### config.mk
export PLATFORM = sky130hd
export DESIGN_NAME = moesif_snoopy_bus_controller
export DESIGN_NICKNAME = d
export VERILOG_FILES = /design/src/rtl/moesif_snoopy_bus_controller_pkg.sv /design/src/rtl/moesif_snoopy_bus_controller_round_robin_arbiter.sv /design/src/rtl/moesif_snoopy_bus_controller.sv
export SDC_FILE = /design/constraint.sdc
export NUM_CORES = 1
export LEC_CHECK = 0
export ABC_AREA = 1
export CAP_MARGIN = 20
export CORE_MARGIN = 3
export CORE_UTILIZATION = 38
export CTS_CLUSTER_DIAMETER = 60
export DETAILED_ROUTE_END_ITERATION = 10
export GPL_TIMING_DRIVEN = 0
export PLACE_DENSITY = 0.78
export SKIP_LAST_GASP = 1
export SLEW_MARGIN = 20
export SYNTH_ARGS = -nofsm -noshare
export SYNTH_HDL_FRONTEND = slang
export SYNTH_SLANG_ARGS = --single-unit
### constraint.sdc
create_clock -name clock -period 3.2 [get_ports clock]
set_input_delay 0.64 -clock clock [delete_from_list [all_inputs] [get_ports clock]]
set_output_delay 0.64 -clock clock [all_outputs]
set_load 0.01 [all_outputs]
### src/rtl/moesif_snoopy_bus_controller_pkg.sv
// Shared types for the MOESIF snoopy bus controller: bus commands and FSM states.
package moesif_snoopy_bus_controller_pkg;

  typedef enum logic [1:0] {
    BUS_READ           = 2'd0,
    BUS_READ_EXCLUSIVE = 2'd1,
    BUS_INVALIDATE     = 2'd2,
    BUS_WRITEBACK      = 2'd3
  } bus_command_t;

  typedef enum logic [2:0] {
    IDLE        = 3'd0,
    GRANT       = 3'd1,
    SNOOP       = 3'd2,
    DATA_CACHE  = 3'd3,
    DATA_MEMORY = 3'd4,
    FINISH      = 3'd5
  } bus_state_t;

  // True for commands that fetch the line into the requester.
  function automatic logic is_line_fetch(input bus_command_t cmd);
    return (cmd == BUS_READ) || (cmd == BUS_READ_EXCLUSIVE);
  endfunction

endpackage

### src/rtl/moesif_snoopy_bus_controller_round_robin_arbiter.sv
// Combinational round-robin arbiter: first requester at or after the pointer, wrapping.
module round_robin_arbiter #(
  parameter int N  = 4,
  parameter int IW = $clog2(N)
) (
  input  logic [N-1:0]  request,
  input  logic [IW-1:0] pointer,
  output logic [N-1:0]  grant,
  output logic [IW-1:0] index
);

  // Scan requests starting at the pointer and keep the first hit.
  always_comb begin
    int  k;
    logic found_s;
    grant   = '0;
    index   = '0;
    found_s = 1'b0;
    k       = 0;
    for (int i = 0; i < N; i++) begin
      k = int'(pointer) + i;
      if (k >= N) begin
        k = k - N;
      end else begin
        k = k;
      end
      if (!found_s && request[k]) begin
        found_s  = 1'b1;
        grant[k] = 1'b1;
        index    = IW'(k);
      end else begin
        found_s = found_s;
      end
    end
  end

endmodule

### src/rtl/moesif_snoopy_bus_controller.sv
// MOESIF snoopy bus controller: arbitrates caches, broadcasts snoops, sources line data.
module moesif_snoopy_bus_controller
  import moesif_snoopy_bus_controller_pkg::*;
#(
  parameter int NUMBER_OF_CACHES = 4,
  parameter int ADDRESS_WIDTH    = 16,
  parameter int DATA_WIDTH       = 32
) (
  input  logic                                    clock,
  input  logic                                    reset,
  input  logic [NUMBER_OF_CACHES-1:0]             busRequest,
  input  logic [NUMBER_OF_CACHES*2-1:0]           busCommand,
  input  logic [NUMBER_OF_CACHES*ADDRESS_WIDTH-1:0] busAddress,
  input  logic [NUMBER_OF_CACHES*DATA_WIDTH-1:0]  busDataIn,
  output logic [NUMBER_OF_CACHES-1:0]             grant,
  output logic [NUMBER_OF_CACHES-1:0]             done,
  output logic [1:0]                              commandOut,
  output logic [ADDRESS_WIDTH-1:0]                addressOut,
  output logic [NUMBER_OF_CACHES-1:0]             snoopValid,
  input  logic [NUMBER_OF_CACHES-1:0]             sharedOutIn,
  input  logic [NUMBER_OF_CACHES-1:0]             ownedOutIn,
  input  logic [NUMBER_OF_CACHES-1:0]             supplyIn,
  output logic                                    sharedIn,
  output logic                                    ownedIn,
  output logic [DATA_WIDTH-1:0]                   dataOut,
  output logic                                    memRead,
  output logic                                    memWrite,
  output logic [ADDRESS_WIDTH-1:0]                memAddress,
  output logic [DATA_WIDTH-1:0]                   memDataOut,
  input  logic [DATA_WIDTH-1:0]                   memDataIn,
  input  logic                                    memAck
);

  localparam int N  = NUMBER_OF_CACHES;
  localparam int IW = $clog2(N);

  bus_state_t               state_r, state_next_s;
  bus_command_t             cmd_r;
  logic [IW-1:0]            req_idx_r, pointer_r, supplier_r;
  logic [ADDRESS_WIDTH-1:0] addr_r, mem_addr_r;
  logic [DATA_WIDTH-1:0]    data_r, mem_data_r;
  logic                     shared_r, owned_r;
  logic [N-1:0]             arb_grant_s, req_onehot_s;
  logic [IW-1:0]            arb_index_s, supplier_s;
  logic                     supplier_found_s;
  logic [N-1:0]             one_s;

  assign one_s        = {{(N-1){1'b0}}, 1'b1};
  assign req_onehot_s = one_s << req_idx_r;

  round_robin_arbiter #(.N(N), .IW(IW)) u_arbiter (
    .request (busRequest),
    .pointer (pointer_r),
    .grant   (arb_grant_s),
    .index   (arb_index_s)
  );

  // Lowest-index non-requester holding the line supplies it.
  always_comb begin
    supplier_s       = '0;
    supplier_found_s = 1'b0;
    for (int i = N - 1; i >= 0; i--) begin
      if (supplyIn[i] && !req_onehot_s[i]) begin
        supplier_found_s = 1'b1;
        supplier_s       = IW'(i);
      end else begin
        supplier_found_s = supplier_found_s;
      end
    end
  end

  // Transaction sequencing.
  always_comb begin
    state_next_s = state_r;
    case (state_r)
      IDLE:        if (|arb_grant_s) state_next_s = GRANT; else state_next_s = IDLE;
      GRANT:       if (cmd_r == BUS_WRITEBACK) state_next_s = DATA_MEMORY; else state_next_s = SNOOP;
      SNOOP: begin
        if (cmd_r == BUS_INVALIDATE)  state_next_s = FINISH;
        else if (supplier_found_s)    state_next_s = DATA_CACHE;
        else                          state_next_s = DATA_MEMORY;
      end
      DATA_CACHE:  state_next_s = FINISH;
      DATA_MEMORY: if (memAck) state_next_s = FINISH; else state_next_s = DATA_MEMORY;
      FINISH:      state_next_s = IDLE;
      default:     state_next_s = IDLE;
    endcase
  end

  // State register; reset aborts any transaction at once.
  always_ff @(posedge clock or posedge reset) begin
    if (reset) state_r <= IDLE;
    else       state_r <= state_next_s;
  end

  // Transaction datapath: latch request, snoop responses, line data and pointer.
  always_ff @(posedge clock or posedge reset) begin
    if (reset) begin
      cmd_r      <= BUS_READ;
      req_idx_r  <= '0;
      pointer_r  <= '0;
      supplier_r <= '0;
      addr_r     <= '0;
      mem_addr_r <= '0;
      data_r     <= '0;
      mem_data_r <= '0;
      shared_r   <= 1'b0;
      owned_r    <= 1'b0;
    end else begin
      case (state_r)
        IDLE: begin
          if (|arb_grant_s) begin
            req_idx_r <= arb_index_s;
            cmd_r     <= bus_command_t'(busCommand[int'(arb_index_s)*2 +: 2]);
            addr_r    <= busAddress[int'(arb_index_s)*ADDRESS_WIDTH +: ADDRESS_WIDTH];
          end
        end
        GRANT: begin
          if (cmd_r == BUS_WRITEBACK) begin
            mem_addr_r <= addr_r;
            mem_data_r <= busDataIn[int'(req_idx_r)*DATA_WIDTH +: DATA_WIDTH];
          end
        end
        SNOOP: begin
          shared_r   <= |(sharedOutIn & ~req_onehot_s);
          owned_r    <= |(ownedOutIn & ~req_onehot_s);
          supplier_r <= supplier_s;
          if (is_line_fetch(cmd_r) && !supplier_found_s) begin
            mem_addr_r <= addr_r;
            mem_data_r <= busDataIn[int'(req_idx_r)*DATA_WIDTH +: DATA_WIDTH];
          end
        end
        DATA_CACHE:  data_r <= busDataIn[int'(supplier_r)*DATA_WIDTH +: DATA_WIDTH];
        DATA_MEMORY: if (memAck && cmd_r != BUS_WRITEBACK) data_r <= memDataIn;
        FINISH: begin
          if (int'(req_idx_r) == N - 1) pointer_r <= '0;
          else                          pointer_r <= req_idx_r + 1'b1;
        end
        default: ;
      endcase
    end
  end

  // Bus and memory strobes decoded from the registered state.
  always_comb begin
    grant      = '0;
    done       = '0;
    snoopValid = '0;
    memRead    = 1'b0;
    memWrite   = 1'b0;
    case (state_r)
      IDLE: grant = '0;
      GRANT: begin
        grant = req_onehot_s;
        if (cmd_r != BUS_WRITEBACK) snoopValid = ~req_onehot_s;
        else                        snoopValid = '0;
      end
      SNOOP, DATA_CACHE: grant = req_onehot_s;
      DATA_MEMORY: begin
        grant    = req_onehot_s;
        memRead  = (cmd_r != BUS_WRITEBACK);
        memWrite = (cmd_r == BUS_WRITEBACK);
      end
      FINISH: begin
        grant = req_onehot_s;
        done  = req_onehot_s;
      end
      default: grant = '0;
    endcase
  end

  assign commandOut = cmd_r;
  assign addressOut = addr_r;
  assign sharedIn   = shared_r;
  assign ownedIn    = owned_r;
  assign dataOut    = data_r;
  assign memAddress = mem_addr_r;
  assign memDataOut = mem_data_r;

endmodule

After elaboration in Yosys (flattened, before gate mapping)
Cells that the tools add are included. W data, S select, Z words.

Add/subtract/negate cells: 8. Shifts and indexed selects: 5. $lt $le $gt $ge: 12. Reductions and logical operators: 33. Mux-type cells: 64. Bitwise logic cells: 6. Equal/unequal tests: 13.

Operator list (count): $shiftx A128 B8 Y32 (2); $mux W32 (7); $ge A32 B1 Y1 const B (4); $lt A32 B4 Y1 const B (4); $pmux W32 S2 (2); $ge A32 B4 Y1 const B (3); $sub A32 B4 Y32 const B (3); $shiftx A64 B7 Y16 (1); $mux W16 (2); $mux W4 (8); $pmux W16 S2 (1); $mux W1 (23); $mux W2 (9); $pmux W3 S5 (1); $logic_and A1 B1 Y1 (13); $or A4 B4 Y4 (3); $reduce_or A4 Y1 (3); $mux W3 (3); $and A4 B4 Y4 (2); $bmux W1 S2 (4); $demux W1 S2 (4); $logic_not A1 Y1 (8); $ne A2 B2 Y1 const B (4); $shiftx A8 B4 Y2 (1); other kinds (19) (26).

Output and inout port bits: 114. Logic and storage cells: 152. Bits of input ports: 251. Bits in registers: 109.

Logic depth before layout (Yosys ltp)
Word-level depth: 18. Depth in mapped cells: 17. Mapped depth without buffers: 14.

Cells and area by module
A second synthesis with hierarchy kept.

Cells, all modules: 1341. Area total of the unflattened synthesis: 8274.2 um^2.

By module, submodules not included: moesif_snoopy_bus_controller (cells each 1256, area each 7759.9 um^2, instances 1); round_robin_arbiter (cells each 85, area each 514.2 um^2, instances 1).

Least setup slack after synthesis
OpenSTA, ideal clock, no wires.

Path type: reg-to-reg. From: register req_idx_r[0]. To: register mem_data_r[0] (netlist: memDataOut[0]). Data arrival time: 2.247 ns. Data required time: 3.070 ns. Clock period less this slack: 2.377 ns. Cell stages (with the launch flop): 13. Setup time: 0.130 ns. Path buffers: 4. Path slack: 0.823 ns. Path through: dfrtp_1 -> clkbuf_1 -> clkbuf_1 -> inv_1 -> ha_1 -> inv_1 -> nand2_1 -> o21ai_0 -> nand3b_1 -> o31ai_4 -> buf_2 -> buf_2 -> a31oi_1.

Word-level cells in the longest chain between the ends: 11. Elaborated cells between the ends (all ways): 21. Classes of those cells: 1 x eq/ne; 2 x shift; 7 x mux; 11 x reduce/logical.

RTL lines: start, declared (line moesif_snoopy_bus_controller.sv:39) `logic [IW-1:0] req_idx_r, pointer_r, supplier_r;`; start signal, assigned (line moesif_snoopy_bus_controller.sv:113) `req_idx_r <= arb_index_s;`; branches (longest 11 deep; another with $shiftx A128 B8 Y32); end signal, assigned (line moesif_snoopy_bus_controller.sv:121) `mem_data_r <= busDataIn[int'(req_idx_r)*DATA_WIDTH +: DATA_WIDTH];`; end signal, assigned (line moesif_snoopy_bus_controller.sv:130) `mem_data_r <= busDataIn[int'(req_idx_r)*DATA_WIDTH +: DATA_WIDTH];`; end, declared (line moesif_snoopy_bus_controller.sv:41) `logic [DATA_WIDTH-1:0] data_r, mem_data_r;`.

Several ways; the timed one is not identified. The select of a mux whose other input is x is not followed. A chain may end at the register's enable or synchronous reset.

Final worst setup path
From: register req_idx_r[1]. To: output port grant[1].

Word-level cells in the longest chain between the ends: 2.

RTL lines: $shl A1 B2 Y4 (line moesif_snoopy_bus_controller.sv:49) `assign req_onehot_s = one_s << req_idx_r;`; $mux W4 (line moesif_snoopy_bus_controller.sv:151) `case (state_r)`; end, declared (line moesif_snoopy_bus_controller.sv:15) `output logic [NUMBER_OF_CACHES-1:0] grant,`.

No other way between the ends.

==> impl_metrics.env <==
export IMPL_core_area_um2=19600
export IMPL_rows=51
export IMPL_hold_slack_ns=0.490
export IMPL_maxCapViolCount=0
export IMPL_synth_top_area_share_pct=35.7
export IMPL_final_area_um2=12100
export IMPL_startpoint_type="flop"
export IMPL_finalClockSkew_ns=0.00798
export IMPL_synthTopCellsByCount="nand2_1, inv_1, nand3_1"
export IMPL_cts_buffer_depth=2
export IMPL_critPathCaptureType="output pin"
export IMPL_fmax_mhz=326
export IMPL_fill_cells=1790
export IMPL_place_inst=1744
export IMPL_clk_latency_ns=0.36
export IMPL_vias_per_cell=5.45
export IMPL_clock_tree_root_cell="clkbuf_16"
export IMPL_finalCritPeriodShare_pct=95.9
export IMPL_ios=365
export IMPL_instances_no_fill=1766
export IMPL_hp_class="reg2reg"
export IMPL_drt_iter0_drc=758
export IMPL_pwr_share_comb_pct=67.0
export IMPL_clk_pin_slew_ns=0.08
export IMPL_path_class="reg2out"
export IMPL_intPower_mw=5.80
export IMPL_tightest_slew_ns=0.763
export IMPL_seqCellArea_um2=2730
export IMPL_peakVddDrop_v=0.000714
export IMPL_drcViolationCount=0
export IMPL_ys_seq_area_share_pct=35.7
export IMPL_ant_nets=0
export IMPL_synth_main_ff_cell="dfrtp_1"
export IMPL_wl_per_cell_um=19.4
export IMPL_powerDensity_nw_per_um2=937
export IMPL_sequentialPowerShare_pct=22.4
export IMPL_slew_violations=0
export IMPL_yosys_area_top_type="dfrtp_1"
export IMPL_cts_sinks=109
export IMPL_die_h_um=148
export IMPL_crit_fanout=9
export IMPL_setup_viol=0
export IMPL_drtPass1Iterations=7
export IMPL_layout_min_cycle_time_ns=3.07
export IMPL_drive_gt1_share_pct=4.93
export IMPL_synth_edf_count=0
export IMPL_synth_top_cells_by_area="dfrtp_1, nand2_1, o211ai_1, nand3_1, o21ai_0"
export IMPL_switching_share_pct=48.7
export IMPL_leakage_nw=5.28
export IMPL_htree_levels=3
export IMPL_numCtsBuffers=9
export IMPL_dpl_cell_area_um2=11700
export IMPL_postSynthCellCount=1111
export IMPL_grt_pass1_wl_um=52100
export IMPL_synth_distinct_cells=33
export IMPL_nNetsFinal=1758
export IMPL_final_util_pct=61.6
export IMPL_cp_required_ns=2.56
export IMPL_gr_usage_all_layers_pct=30.4
export IMPL_yosysMostFrequentCell="nand2_1"
export IMPL_ctsHoldBuffers=0
export IMPL_async_flop_share_pct=100
export IMPL_p_clk_share_pct=10.5
export IMPL_grt_pass1_vias=9472
export IMPL_io_buffers=364
export IMPL_synth_nets=1374
export IMPL_multiInputGateArea_um2=3960
export IMPL_synth_seq_cells=109
export IMPL_cp_data_arrival_time_ns=2.43
export IMPL_via_count=9629
export IMPL_synth_area_um2=7640
export IMPL_grt_ovfl_total=0
export IMPL_cts_tree="yes"
export IMPL_status="finished, final reports clean"
export IMPL_syn_area_per_cell_um2=6.88
export IMPL_antenna_found_initial=4
export IMPL_setup_tns_ns=0
export IMPL_slew_headroom_pct=49.1
export IMPL_start_util_pct=39.0
export IMPL_synth_warnings=0
export IMPL_dieArea_um2=21800
export IMPL_synthToLayoutAreaGrowth_pct=57.9
export IMPL_place_congestion=0.988
export IMPL_wl_um=34300
export IMPL_dp_final_hpwl_um=27300
export IMPL_hold_viol_final=0
export IMPL_rsz0062_at_grt="false"
export IMPL_grt_start_max_net_pins=35
export IMPL_p_switching_mw=5.50
export IMPL_fp_dieW_um=148
-- cell families after synthesis --
| group | count (synthesis) | synth area share, % |
|---|---|---|
| AO/OA/AOI/OAI | 321 | 25.1 |
| buffers and inverters | 234 | 12.5 |
| flip-flops | 109 | 35.7 |
| AND/OR/NAND/NOR | 435 | 24.8 |
| adder cells (fa/ha/maj) | 12 | 1.97 |
-- worst max-delay path, cell delays in order (launching register included) --
cell and delay (ns):
dfrtp_1 0.40, buf_1 0.41, inv_1 0.26, ha_1 0.26, inv_1 0.16, nor2_1 0.07
clkdlybuf4s50_1 0.50
-- placed cells by master (no fill, tap or decap), drive strengths merged --
cell type	instances
inv	154
diode	1
nand3	130
a21oi	63
or4	1
bufinv	1
nand3b	1
clkdlybuf4s50	364
a21boi	1
o22ai	2
dfrtp	109
o211ai	90
nor2	63
nor3	1
ha	12
o41ai	1
a32oi	1
clkinv	1
nand4	9
clkbuf	59
o21ai	128
nand2	230
buf	41
clkinvlp	3
o31ai	1
a31oi	34
-- routing by layer --
metal,GRT usage (%),part of all wire (%),vias up
met3,8.49,10,96
met4,13.4,3.9,6
met2,54.1,50,573
li1,-,-,4512
met1,34.0,36,4442
met5,0,0.14,-
-- stage by stage --
stage | worst slack, ns | power, mW
finish | 0.130 | 11.3
global route | 0.00326 | 12.2
CTS | 0.0643 | 11.2
detailed placement | -0.183 | 10.0
global placement | -0.170 | 9.86
floorplan | 0.823 | 6.81
-- power by group through the flow --
stage,logic [mW],registers (mW),clock network (mW)
finish,7.57,2.54,1.19
global route,8.29,2.62,1.27
CTS,7.50,2.53,1.21
detailed placement,7.46,2.55,0
global placement,7.33,2.53,0
floorplan,4.08,2.73,0
-- cell type report --
class | count | share of cell area, %
diodes | 1 | 0.0207
plain buffers | 82 | 3.25
clock buffers | 9 | 1.87
clock inverters | 7 | 0.643
inverters | 152 | 4.81
multi-input cells | 768 | 32.8
flip-flops and latches | 109 | 22.6
well taps | 265 | 2.75
repair buffers | 373 | 31.2
-- repair_timing --
item,CTS,global route
hold endpoints to repair,0,0
pin swaps,0,1
resized for setup,5,3
setup endpoints to repair,56,54
buffers inserted,0,5
-- sequential cells by signal (all words and copies together) (netlist names), 2 cells and up --
name / count
dataOut: 32
memDataOut: 32
addressOut: 16
memAddress: 16
state_r: 3
commandOut: 2
pointer_r: 2
req_idx_r: 2
supplier_r: 2
-- final timing paths --
kind	slack, ns	end	from	cells after the start
min in group asynchronous	0.55	sharedIn	reset	2
hold reg to reg	0.49	sharedIn	sharedIn	2
setup / recovery	0.13	grant[1]	req_idx_r[1]	6
setup reg to reg	0.22	memDataOut[0]	req_idx_r[0]	12
hold / removal	0.49	sharedIn	sharedIn	2
max in group asynchronous	1.82	memAddress[12]	reset	5
Note: power is estimated with default switching activity, not from simulation.
